===== src/rtl/arb_pkg.sv =====
// Shared definitions for the round-robin decoder arbiter: request count,
// encoded-select width, FSM state encoding and a one-hot helper.
package arb_pkg;

    localparam int N_REQ = 8;
    localparam int SEL_W = 3;

    typedef enum logic [1:0] {
        IDLE  = 2'b00,
        GRANT = 2'b01,
        GAP   = 2'b10
    } state_t;

    // One-hot mask with only bit idx set.
    function automatic logic [N_REQ-1:0] onehot(input logic [SEL_W-1:0] idx);
        logic [N_REQ-1:0] mask;
        mask      = '0;
        mask[idx] = 1'b1;
        return mask;
    endfunction

endpackage


===== src/rtl/decoder_83.sv =====
// 3-to-8 decoder with enable. Output q_i is high only when e=1 and the
// select code {s_2,s_1,s_0} equals i.
module decoder_83 (
    input  logic s_0,
    input  logic s_1,
    input  logic s_2,
    input  logic e,
    output logic q_0,
    output logic q_1,
    output logic q_2,
    output logic q_3,
    output logic q_4,
    output logic q_5,
    output logic q_6,
    output logic q_7
);

    logic [2:0] code;

    assign code = {s_2, s_1, s_0};

    assign q_0 = e & (code == 3'd0);
    assign q_1 = e & (code == 3'd1);
    assign q_2 = e & (code == 3'd2);
    assign q_3 = e & (code == 3'd3);
    assign q_4 = e & (code == 3'd4);
    assign q_5 = e & (code == 3'd5);
    assign q_6 = e & (code == 3'd6);
    assign q_7 = e & (code == 3'd7);

endmodule


===== src/rtl/rr_decoder_arbiter.sv =====
// Round-robin arbiter for 8 requesters. Registered encoded grant (sel_2..0)
// and enable e feed a 3-to-8 decoder whose outputs are the grant lines.
// An owner is forced off after MAX_HOLD cycles when someone else waits, and
// every change of owner passes through a one-cycle gap with e=0.
module rr_decoder_arbiter
    import arb_pkg::*;
#(
    parameter int MAX_HOLD = 16,
    parameter int CNT_W    = $clog2(MAX_HOLD + 1)
) (
    input  logic             clk,
    input  logic             rst_n,
    input  logic [N_REQ-1:0] req,
    output logic             sel_0,
    output logic             sel_1,
    output logic             sel_2,
    output logic             e,
    output logic [N_REQ-1:0] gnt,
    output logic             preempt
);

    localparam logic [CNT_W-1:0] HOLD_LAST = CNT_W'(MAX_HOLD - 1);

    state_t           state;
    state_t           state_nxt;
    logic [SEL_W-1:0] sel;
    logic [SEL_W-1:0] sel_nxt;
    logic [SEL_W-1:0] last_ptr;
    logic [SEL_W-1:0] last_nxt;
    logic [CNT_W-1:0] hold_cnt;
    logic [CNT_W-1:0] hold_nxt;
    logic             e_nxt;
    logic             preempt_nxt;

    logic [SEL_W-1:0] winner;
    logic             any_req;
    logic             owner_req;
    logic             others_req;
    logic             timeout;

    // Round-robin pick: rotate so index last+1 sits at bit 0, take the
    // lowest set bit, then rotate the index back.
    function automatic logic [SEL_W-1:0] rr_pick(input logic [N_REQ-1:0] r,
                                                 input logic [SEL_W-1:0] last);
        logic [2*N_REQ-1:0] dbl;
        logic [N_REQ-1:0]   rot;
        logic [SEL_W:0]     shamt;
        logic [SEL_W-1:0]   enc;
        dbl   = {r, r};
        shamt = {1'b0, last} + {{SEL_W{1'b0}}, 1'b1};
        rot   = dbl[shamt +: N_REQ];
        enc   = '0;
        for (int j = N_REQ - 1; j >= 0; j--) begin
            if (rot[j]) enc = SEL_W'(j);
        end
        return enc + last + SEL_W'(1);
    endfunction

    assign winner     = rr_pick(req, last_ptr);
    assign any_req    = |req;
    assign owner_req  = req[sel];
    assign others_req = |(req & ~onehot(sel));
    assign timeout    = (hold_cnt == HOLD_LAST);

    // State and registered outputs; reset parks on index 7 so index 0 leads.
    always_ff @(posedge clk or negedge rst_n) begin
        if (!rst_n) begin
            state    <= IDLE;
            sel      <= '0;
            e        <= 1'b0;
            preempt  <= 1'b0;
            hold_cnt <= '0;
            last_ptr <= SEL_W'(N_REQ - 1);
        end else begin
            state    <= state_nxt;
            sel      <= sel_nxt;
            e        <= e_nxt;
            preempt  <= preempt_nxt;
            hold_cnt <= hold_nxt;
            last_ptr <= last_nxt;
        end
    end

    // Next-state: leave GRANT on release or on timeout with a waiting rival.
    always_comb begin
        state_nxt = state;
        case (state)
            IDLE:    if (any_req) state_nxt = GRANT;
            GRANT:   if (!owner_req || (timeout && others_req)) state_nxt = GAP;
            GAP:     state_nxt = any_req ? GRANT : IDLE;
            default: state_nxt = IDLE;
        endcase
    end

    // Next values of the registered outputs, hold counter and pointer.
    // Leaving GRANT while the owner still requests can only be a timeout,
    // so owner_req alone marks a preemption (a drop on timeout is a release).
    always_comb begin
        sel_nxt     = sel;
        last_nxt    = last_ptr;
        hold_nxt    = hold_cnt;
        preempt_nxt = 1'b0;
        e_nxt       = (state_nxt == GRANT);
        case (state)
            IDLE, GAP: begin
                if (any_req) begin
                    sel_nxt  = winner;
                    hold_nxt = '0;
                end
            end
            GRANT: begin
                if (state_nxt == GAP) begin
                    last_nxt    = sel;
                    preempt_nxt = owner_req;
                end else if (!timeout) begin
                    hold_nxt = hold_cnt + CNT_W'(1);
                end
            end
            default: ;
        endcase
    end

    assign sel_0 = sel[0];
    assign sel_1 = sel[1];
    assign sel_2 = sel[2];

    decoder_83 u_dec (
        .s_0 (sel_0),
        .s_1 (sel_1),
        .s_2 (sel_2),
        .e   (e),
        .q_0 (gnt[0]),
        .q_1 (gnt[1]),
        .q_2 (gnt[2]),
        .q_3 (gnt[3]),
        .q_4 (gnt[4]),
        .q_5 (gnt[5]),
        .q_6 (gnt[6]),
        .q_7 (gnt[7])
    );

endmodule


===== config.mk =====
export PLATFORM = sky130hd
export DESIGN_NAME = rr_decoder_arbiter
export DESIGN_NICKNAME = d
export VERILOG_FILES = /design/src/rtl/arb_pkg.sv /design/src/rtl/decoder_83.sv /design/src/rtl/rr_decoder_arbiter.sv
export SDC_FILE = /design/constraint.sdc
export NUM_CORES = 1
export LEC_CHECK = 0
export BUFFER_PORTS_ARGS = -buffer_cell sky130_fd_sc_hd__buf_2
export CORE_MARGIN = 2
export CORE_UTILIZATION = 35
export CTS_BUF_LIST = sky130_fd_sc_hd__clkbuf_16
export DETAILED_ROUTE_END_ITERATION = 6
export GPL_TIMING_DRIVEN = 0
export PLACE_DENSITY = 0.53
export RECOVER_POWER = 100
export SLEW_MARGIN = 20
export SYNTH_ARGS = -nofsm -noshare
export SYNTH_HDL_FRONTEND = slang
export SYNTH_SLANG_ARGS = --single-unit

===== constraint.sdc =====
create_clock -name clk -period 3.6 [get_ports clk]
set_input_delay 1.08 -clock clk [delete_from_list [all_inputs] [get_ports clk]]
set_output_delay 1.08 -clock clk [all_outputs]
set_load 0.02 [all_outputs]

[Word level (Yosys, flattened, before mapping)]
Index checks and enable logic that the tools add are counted.
Word-level totals
  flip-flop bits (word level): 15
  latch bits: 0
  memory bits (writable): 0
  memory bits (read-only): 0
  output and inout bits: 13
  word-level logic and storage cells: 73
  memories: 0
Cells by class
  add/subtract/negate cells: 4
  multiply operators: 0
  divide/modulo/power cells: 0
  order comparisons: 2
  equal/unequal tests: 15
  shift operators: 1
  multiplexer cells: 22
  bitwise operators: 10
  reduce and logical (&&, ||, !) cells: 13
Operator list (count)
  2-to-1 mux 3 bit: 8
  OR reduction 8 bit: 2
  indexed part select 16 x 5 -> 8 bit: 1
  2-to-1 mux 5 bit: 3
  equality test 3 bit (second input constant): 4
  one-hot mux 5 bit (2 select lines): 1
  AND 1 bit: 8
  AND 8 bit: 1
  inverter 8 bit: 1
  equality test 3 x 2 -> 1 bit (second input constant): 2
  inequality test 2 bit (second input constant): 3
  one-hot mux 2 bit (3 select lines): 1
  adder 5 x 1 -> 5 bit (second input constant): 1
  equality test 5 x 4 -> 1 bit (second input constant): 1
  2-to-1 mux 1 bit: 5
  adder 3 x 1 -> 4 bit (second input constant): 1
  equality test 2 x 1 -> 1 bit (second input constant): 2
  equality test 2 bit (second input constant): 2
  less-than comparator 3 x 4 -> 1 bit (second input constant): 1
  2-to-1 mux 2 bit: 2
  AND reduction 2 bit: 2
  AND reduction 4 bit: 1
  adder 3 x 1 -> 3 bit (second input constant): 1
  adder 3 bit: 1
  11 further kinds: 12

[Depth between registers and ports, before layout]
Gate-level depths: netlist of the first run.
  depth after elaboration: 14
  depth in mapped cells: 14
  mapped depth without buffers: 13

[Cells and area by module]
A second synthesis of the first run with hierarchy kept.
Second synthesis, totals
  cell total of the unflattened synthesis: 182
  area total of the unflattened synthesis: 1575.3 µm²
Modules (own cells, without submodules)
  rr_decoder_arbiter: instances 1, cells each 174, area each 1478.9 µm²
  decoder_83: instances 1, cells each 8, area each 96.3 µm²

[Worst setup path after synthesis of the first run]
No wires, ideal clock.
  kind: input-to-reg
  from: in req[2]
  to: reg sel[2]
  data arrival time: 3.894 ns
  data required time: 3.468 ns
  setup slack: -0.425 ns
  cell stages on the path: 14
  path buffers: 1
  cells stage by stage: buf_2 mux2_2 or2_0 a221oi_1 nand2b_1 a22o_1 a22oi_1 ha_1 inv_1 fa_1 xor2_1 nor2_1 a222oi_1 or3b_1
Between the ends
  cells in the longest elaborated chain, start to end: 11
  elaborated cells on any way between the ends: 13
  classes of those cells: 2 x add/sub; 1 x shift; 8 x mux; 2 x reduce/logical
Ends and longest elaborated chain
  start, declared: RTL line rr_decoder_arbiter.sv:13  | input logic [N_REQ-1:0] req,
  indexed part select 16 x 5 -> 8 bit: RTL line rr_decoder_arbiter.sv:51  | rot = dbl[shamt +: N_REQ];
  2-to-1 mux 3 bit (8 in series): RTL line rr_decoder_arbiter.sv:54  | if (rot[j]) enc = SEL_W'(j);
  adder 3 bit: RTL line rr_decoder_arbiter.sv:56  | return enc + last + SEL_W'(1);
  adder 3 x 1 -> 3 bit: RTL line rr_decoder_arbiter.sv:56
  end signal, assigned: RTL line rr_decoder_arbiter.sv:76  | sel <= sel_nxt;
  end, declared: RTL line rr_decoder_arbiter.sv:26  | logic [SEL_W-1:0] sel;
Several ways; a longest one is shown, not always the timed one.
A chain may end at the register's enable or synchronous reset.

[Worst setup path after layout of the first run]
  from: in req[3]
  to: reg sel[2]
Same word-level chain as after synthesis.

==> summary.txt, run 1 <==
Synthesis
  – Synth cell types: 59
  – Synth warn: 0
  – Main synth FF type: dfrtp_1
  – Yosys top cell area share: 19.6%
  – Asr flop ratio synth: 100%
  – EDFF count, synth: 0
  – Synth top area cells: dfrtp_1 (20%), nor2_1 (5.4%), dfstp_2 (5.2%), buf_4 (4.9%), mux4_2 (4.4%)
  – Yosys reg bits: 15
  – Post-synthesis sequential area ratio: 24.8%
  – Mean Syn Cell Area: 8.36 sq um
  – Syn Nets: 197
  – Synth Instances: 183
  – Netlist Area Pre-Place: 1530 sq um
  – Synth area leader: dfrtp_1

Clocking
  – Longest Clk Path Bufs: 2
  – Clk sinks: 15
  – Worst-path clk slew: 0.05 ns
  – Skew-Pair Late Insertion Delay: 0.24 ns
  – CTS tree: done
  – Htree depth: 1
  – CTS root buffer: clkbuf_16
  – Num CTS Buffers: 3

Timing
  – Hold Slack: 0.536 ns
  – Final setup fails: 1
  – RSZ-0062 raised after global routing: true
  – Max_slew headroom: 48.1%
  – Setup_tns: -0.226 ns
  – Final worst slack: -0.226 ns
  – Fin Clk Skew: 0.00343 ns
  – F_max: 261 MHz
  – Final worst-path cycle share: 106%
  – Final Hold Viols: 0
  – Slew Limit Fails: 0
  – Worst slew pin tran: 0.778 ns
  – Fin crit period: 3.83 ns

Critical path
  – Critical path data arrival time: 3.94 ns
  – CP cell instances: buf_4, mux2_2, or2_1, a221oi_2, nand2b_1, a22o_1, a22oi_2, ha_2, inv_1, fa_2, xor2_2, nor2_1, a222oi_1, or3b_1
  – Worst reg2reg path depth: 12
  – Delay of the slowest cell on the worst path: 0.38 ns
  – CP Class: primary input to register
  – Register-to-register setup slack: 0.03 ns
  – Worst Path Max Fanout: 9
  – Crit start category: primary input
  – Endpoint class of the critical path: register
  – Crit Reg-Reg Startpoint: last_ptr[1]
  – Worst Path Required: 3.72 ns
  – Critical Path Slowest Stage Cell: or3b_1
  – R2r endpoint: sel[2]

Power and ir drop
  – Comb pwr share: 66.2%
  – Total power divided by cell area: 885 nW/um^2
  – Leak: 0.000716 uW
  – Clock Power Share: 13.6%
  – Switching portion of total power: 45.2%
  – Net Sw Power: 710 uW
  – Peak supply drop: 0.000263 V
  – Pint: 863 uW
  – Seq pwr share: 20.2%

Routing
  – Final ANT Viol Nets: 0
  – Residual DRC: 0
  – Initial drt markers: 139
  – Routed WL: 3890 microns
  – Via/cell ratio: 5.63
  – TritonRoute pass-1 iters: 4
  – Post-DR wirelength/cell: 15.1 microns
  – Total number of vias: 1452

Cells and area
  – Fin area: 1780 sq um
  – # nets final: 221
  – Layout cell share with drive strength beyond 1: 24.3%
  – Most frequent cells in the layout: nor2_1 (22), clkbuf_1 (20), buf_4 (14), nand2_1 (14), a21oi_1 (13)
  – N_diodes: 0
  – Layout area overhead: 16.2%
  – Commonest non-fill, non-tap cell in the layout: nor2_1

Place
  – # port buffers: 16
  – Dpl hpwl: 2920 microns
  – Area post-placement: 1690 sq um
  – Placer Congestion: 0.861

Floorplanning
  – Placement row count: 24
  – Initial Utilization: 35.6%
  – IO Count: 23
  – Horiz. Die Dim: 70.1 microns
  – Die H: 70.1 microns
  – Core footprint: 4290 sq um
  – Die ar.: 4920 sq um

Global routing
  – All-Layer GR Usage: 16.3%
  – Largest net degree at the start of global routing: 16
  – GRT overflow: 0
  – Initial antenna violation count: 0
  – First-pass GRT wire length: 6690 microns
  – Vias in the first global route: 1377

Hold path
  – Hold path endpoint: hold_cnt[4]
  – Hold-critical path depth: 2
  – Worst hold path type: register to register
  – Hold_sp: hold_cnt[4]

Job
  – Max-Cap Viols: 0

Status
  – Failing checks: setup timing
  – Status: finished, violations left
worst max-delay path: cells and delay by family:
kind	cells	cell delay (ns)
mux	1	0.28
simple gates	4	0.78
xor+xnor	1	0.17
compound gates	4	0.91
buf+inv	2	0.20
fa+ha+maj	2	0.55
Yosys cell counts, drive strengths merged, types with 2 or more instances:
cell     instances
inv              9
ha               3
nor2            22
o2111ai          2
o22ai            2
nand3            5
a211oi           3
clkbuf           6
dfrtp           12
o211ai           2
nand2           14
nand2b           9
a21o             2
o31ai            3
a311oi           2
mux2             6
dfstp            3
mux4             3
nor2b            2
a21oi           13
buf             17
nor3             8
nor3b            3
xnor2            2
o21ai            5
cells by family after synthesis:
logic type / share of synthesized area, %
xor+xnor: 1.72
mux: 10.2
fa+ha+maj: 3.76
compound gates: 22.7
simple gates: 25.1
flops: 24.8
buf+inv: 11.7
worst max path at each step:
stage / start / end / slack, ns
2_1_floorplan: req[2] / sel[2] / -0.25
3_3_place_gp: req[3] / sel[2] / -0.45
3_5_place_dp: req[2] / sel[2] / -0.56
4_1_cts: req[3] / sel[2] / -0.20
5_1_grt: req[3] / sel[2] / -0.34
6_report: req[3] / sel[2] / -0.23
per-layer routing:
layer / global-route usage (%) / wire length (microns) / vias to the layer above
met5: 0 / 0 / -
met4: 1.50 / 14 / 0
met3: 1.88 / 232 / 2
met2: 27.6 / 1900 / 49
met1: 23.3 / 1740 / 697
li1: - / - / 704
final cells by class:
cell class              instances  area [sq um]
repair buffers                 19          88.8
clock inverters                 1          7.51
multi-input cells             136           985
inverters                       9          33.8
plain buffers                  23           144
well taps                      52          65.1
fillers                       456          2520
clock buffers                   3          75.1
flip-flops and latches         15           379
per-stage QoR:
step                      instances  power (uW)  util (%)  setup slack [ns]
after floorplan                 183        1110         -            -0.254
after global placement          251        1300      39.4            -0.450
after detailed placement        251        1340      39.4            -0.559
after CTS                       257        1600      42.0            -0.204
after global routing            258        1710      41.4            -0.335
final                           258        1570      41.4            -0.226
state kept, by name, indices dropped and copies added (netlist names):
signal	count
last_ptr	3
hold_cnt	5
sel	3
state	2
e	1
preempt	1
power groups by stage:
stage / sequential [uW] / combinational (uW) / clock (uW)
finish: 318 / 1040 / 214
global route: 329 / 1150 / 230
CTS: 317 / 1070 / 219
detailed placement: 319 / 1020 / 0
global placement: 316 / 989 / 0
floorplan: 327 / 783 / 0
what timing repair did:
| item | CTS | global route |
|---|---|---|
| endpoints found under the setup margin | 1 | 1 |
| hold buffers | 0 | 0 |
| setup buffers | 2 | 1 |
| pin swaps | 4 | 1 |
| gates resized for setup | 4 | 1 |
Power figures use the tool's default switching activity.
==> run 2: changes to the inputs <==
CORE_UTILIZATION = 23   (was 35)
PLACE_DENSITY = 0.38   (was 0.53)
SETUP_SLACK_MARGIN = 0.1   (was default)
==> run 2 against run 1 <==
  * The run still ends with setup timing left
  * Combinational power is essentially flat
  * Power is 0.14% lower
  * Clock skew up 0.0016 ns
==> summary.txt, run 2 (same netlist as run 1, synthesis figures left out) <==
Cells and area
  – N_diodes: 0 (unchanged)
  – Area of the multi-input gates: 988 sq um (+0.38%)
  – Commonest non-fill, non-tap cell in the layout: nor2_1
  – Most frequent cells in the layout: nor2_1 (22), clkbuf_1 (21), nand2_1 (14)
  – Layout cell share with drive strength beyond 1: 23.5% (-0.74 points)
  – Reg with most FFs: hold_cnt
  – Fin area: 1810 sq um (+1.8%)
  – Fillers: 703 (+54%)
  – Final Core Density: 28.4% (-13 points)
  – # nets final: 219 (-0.90%)
  – Top flop regs: hold_cnt (5), last_ptr (3), sel (3)
  – Layout area overhead: 18.3%
  – Max reg flops: 5 (unchanged)
  – Sequential Area: 379 sq um (unchanged)

Hold path
  – Hold_sp: hold_cnt[4]
  – Hold-critical path depth: 2 (unchanged)
  – Worst hold path type: register to register
  – Hold path endpoint: hold_cnt[4]

Timing
  – Worst slew pin tran: 0.873 ns (+0.0953 ns)
  – Final worst-path cycle share: 104% (-2.1 points)
  – Final setup fails: 1 (unchanged)
  – Max_slew headroom: 41.8% (-6.4 points)
  – Slew Limit Fails: 0 (unchanged)
  – RSZ-0062 raised after global routing: true
  – Hold Slack: 0.520 ns (-0.0166 ns)
  – F_max: 267 MHz (+2.0%)
  – Final Hold Viols: 0 (unchanged)
  – Fin Clk Skew: 0.00507 ns (+0.00164 ns)
  – Fin crit period: 3.75 ns (-0.0756 ns)
  – Final worst slack: -0.150 ns (+0.0756 ns)

Place
  – Area post-placement: 1720 sq um (+1.8%)
  – Placer Congestion: 0.767 (-11%)
  – # port buffers: 16 (unchanged)
  – Dpl hpwl: 3160 microns (+8.0%)

Critical path
  – Crit Reg-Reg Startpoint: last_ptr[1]
  – Worst reg2reg path depth: 12 (unchanged)
  – Register-to-register setup slack: 0.05 ns (+0.02 ns)
  – CP Class: primary input to register
  – CP Launch Point: req[2]
  – Critical path data arrival time: 3.88 ns (-0.06 ns)
  – Crit start category: primary input
  – Endpoint class of the critical path: register
  – Worst Path Max Fanout: 9 (unchanged)
  – Worst Path Required: 3.73 ns (about the same)
  – R2r endpoint: sel[2]

Clocking
  – Skew-Pair Late Insertion Delay: 0.25 ns (about the same)
  – CTS tree: done
  – Longest Clk Path Bufs: 2 (unchanged)
  – CTS root buffer: clkbuf_16
  – Hold_buf cts: 0 (unchanged)
  – Worst-path clk slew: 0.05 ns (about the same)
  – Num CTS Buffers: 3 (unchanged)
  – Clk sinks: 15 (unchanged)
  – Htree depth: 1 (unchanged)

Power and ir drop
  – Net Sw Power: 714 uW (+0.46%)
  – Total power divided by cell area: 868 nW/um^2 (-1.9%)
  – Leak: 0.000716 uW (about the same)
  – Peak supply drop: 0.000306 V (+16%)
  – Clock Power Share: 13.9% (+0.3 points)
  – Switching portion of total power: 45.4% (+0.27 points)
  – Seq pwr share: 19.9% (-0.3 points)
  – Pint: 857 uW (-0.64%)
  – Comb pwr share: 66.2% (about the same)

Floorplanning
  – Initial Utilization: 24.0% (-12 points)
  – Core footprint: 6390 sq um (+49%)
  – IO Count: 23 (unchanged)
  – Die H: 85.6 microns (+22%)
  – Placement row count: 29 (+21%)
  – Die ar.: 7320 sq um (+49%)
  – Horiz. Die Dim: 85.6 microns (+22%)

Routing
  – Final ANT Viol Nets: 0 (unchanged)
  – Residual DRC: 0 (unchanged)
  – Via/cell ratio: 4.90 (-13%)
  – Initial drt markers: 84 (-40%)
  – Routed WL: 4250 microns (+9.2%)
  – Post-DR wirelength/cell: 15.1 microns (+0.25%)
  – Total number of vias: 1377 (-5.2%)
  – TritonRoute pass-1 iters: 4 (unchanged)

Global routing
  – Largest net degree at the start of global routing: 16 (unchanged)
  – First-pass GRT wire length: 7170 microns (+7.2%)
  – All-Layer GR Usage: 12.4% (-3.9 points)
  – GRT overflow: 0 (unchanged)
  – Initial antenna violation count: 0 (unchanged)
  – Vias in the first global route: 1397 (+1.5%)

Job
  – Max-Cap Viols: 0 (unchanged)

Status
  – Status: finished, violations left
  – Failing checks: setup timing
==> run 2: changes by cell type in the layout (fill, tap and decap cells not counted) <==
cell,change
clkbuf_1,+1
inv_1,-1
clkinv_2,+1
mux2_4,+1
clkinvlp_4,-1
inv_2,+1
buf_4,-4
mux2_2,-1
buf_6,+1
buf_12,+1
buf_2,-1
==> run 2: repair_timing <==
action / in CTS / in global routing
buffers inserted: 1 / 0
resized for setup: 11 / 0
pin swaps: 4 / 1
setup endpoints to repair: 1 / 1
==> run 2: metal layers <==
metal  track usage, %  up-vias  routed length, microns
met5                0        -                       0
met4             2.60        0                      40
met3             2.50        4                     170
met2             18.5       25                    1790
met1             18.4      650                    2250
li1                 -      698                       -
==> run 2: layout make-up <==
class / instances / share of cell area [%]
flip-flops and latches: 15 / 20.9
plain buffers: 23 / 8.57
multi-input cells: 136 / 54.6
inverters: 9 / 1.87
clock buffers: 3 / 4.15
clock inverters: 1 / 0.276
well taps: 77 / 5.32
repair buffers: 17 / 4.28
==> run 2: power by group through the flow <==
stage	clock (uW)	sequential, uW	combinational (uW)
after floorplan	0	327	783
after global placement	0	320	1050
after detailed placement	0	315	1040
after CTS	224	314	1090
after global routing	235	326	1170
final	219	312	1040
==> run 2: stage by stage <==
step                total power (uW)  cells  TNS [ns]  setup WS [ns]
finish                          1570    281    -0.150         -0.150
CTS                             1630    281    -0.173         -0.173
global placement                1370    276    -0.589         -0.589
detailed placement              1350    276    -0.597         -0.597
floorplan                       1110    183    -0.254         -0.254
global route                    1730    281    -0.298         -0.298
==> run 2: critical path, stage by stage <==
cell and delay, ns:
buf_12 0.12, mux2_4 0.26, or2_1 0.22, a221oi_2 0.26, nand2b_1 0.09, a22o_1 0.19
a22oi_2 0.17, ha_2 0.21, inv_2 0.04, fa_2 0.34, xor2_2 0.17, nor2_1 0.06
a222oi_1 0.29, or3b_1 0.38
==> run 2: worst max path at each step <==
stage                         to  slack [ns]
after CTS                 sel[2]       -0.17
after global placement    sel[2]       -0.59
final                     sel[2]       -0.15
after detailed placement  sel[2]       -0.60
after floorplan           sel[2]       -0.25
after global routing      sel[2]       -0.30
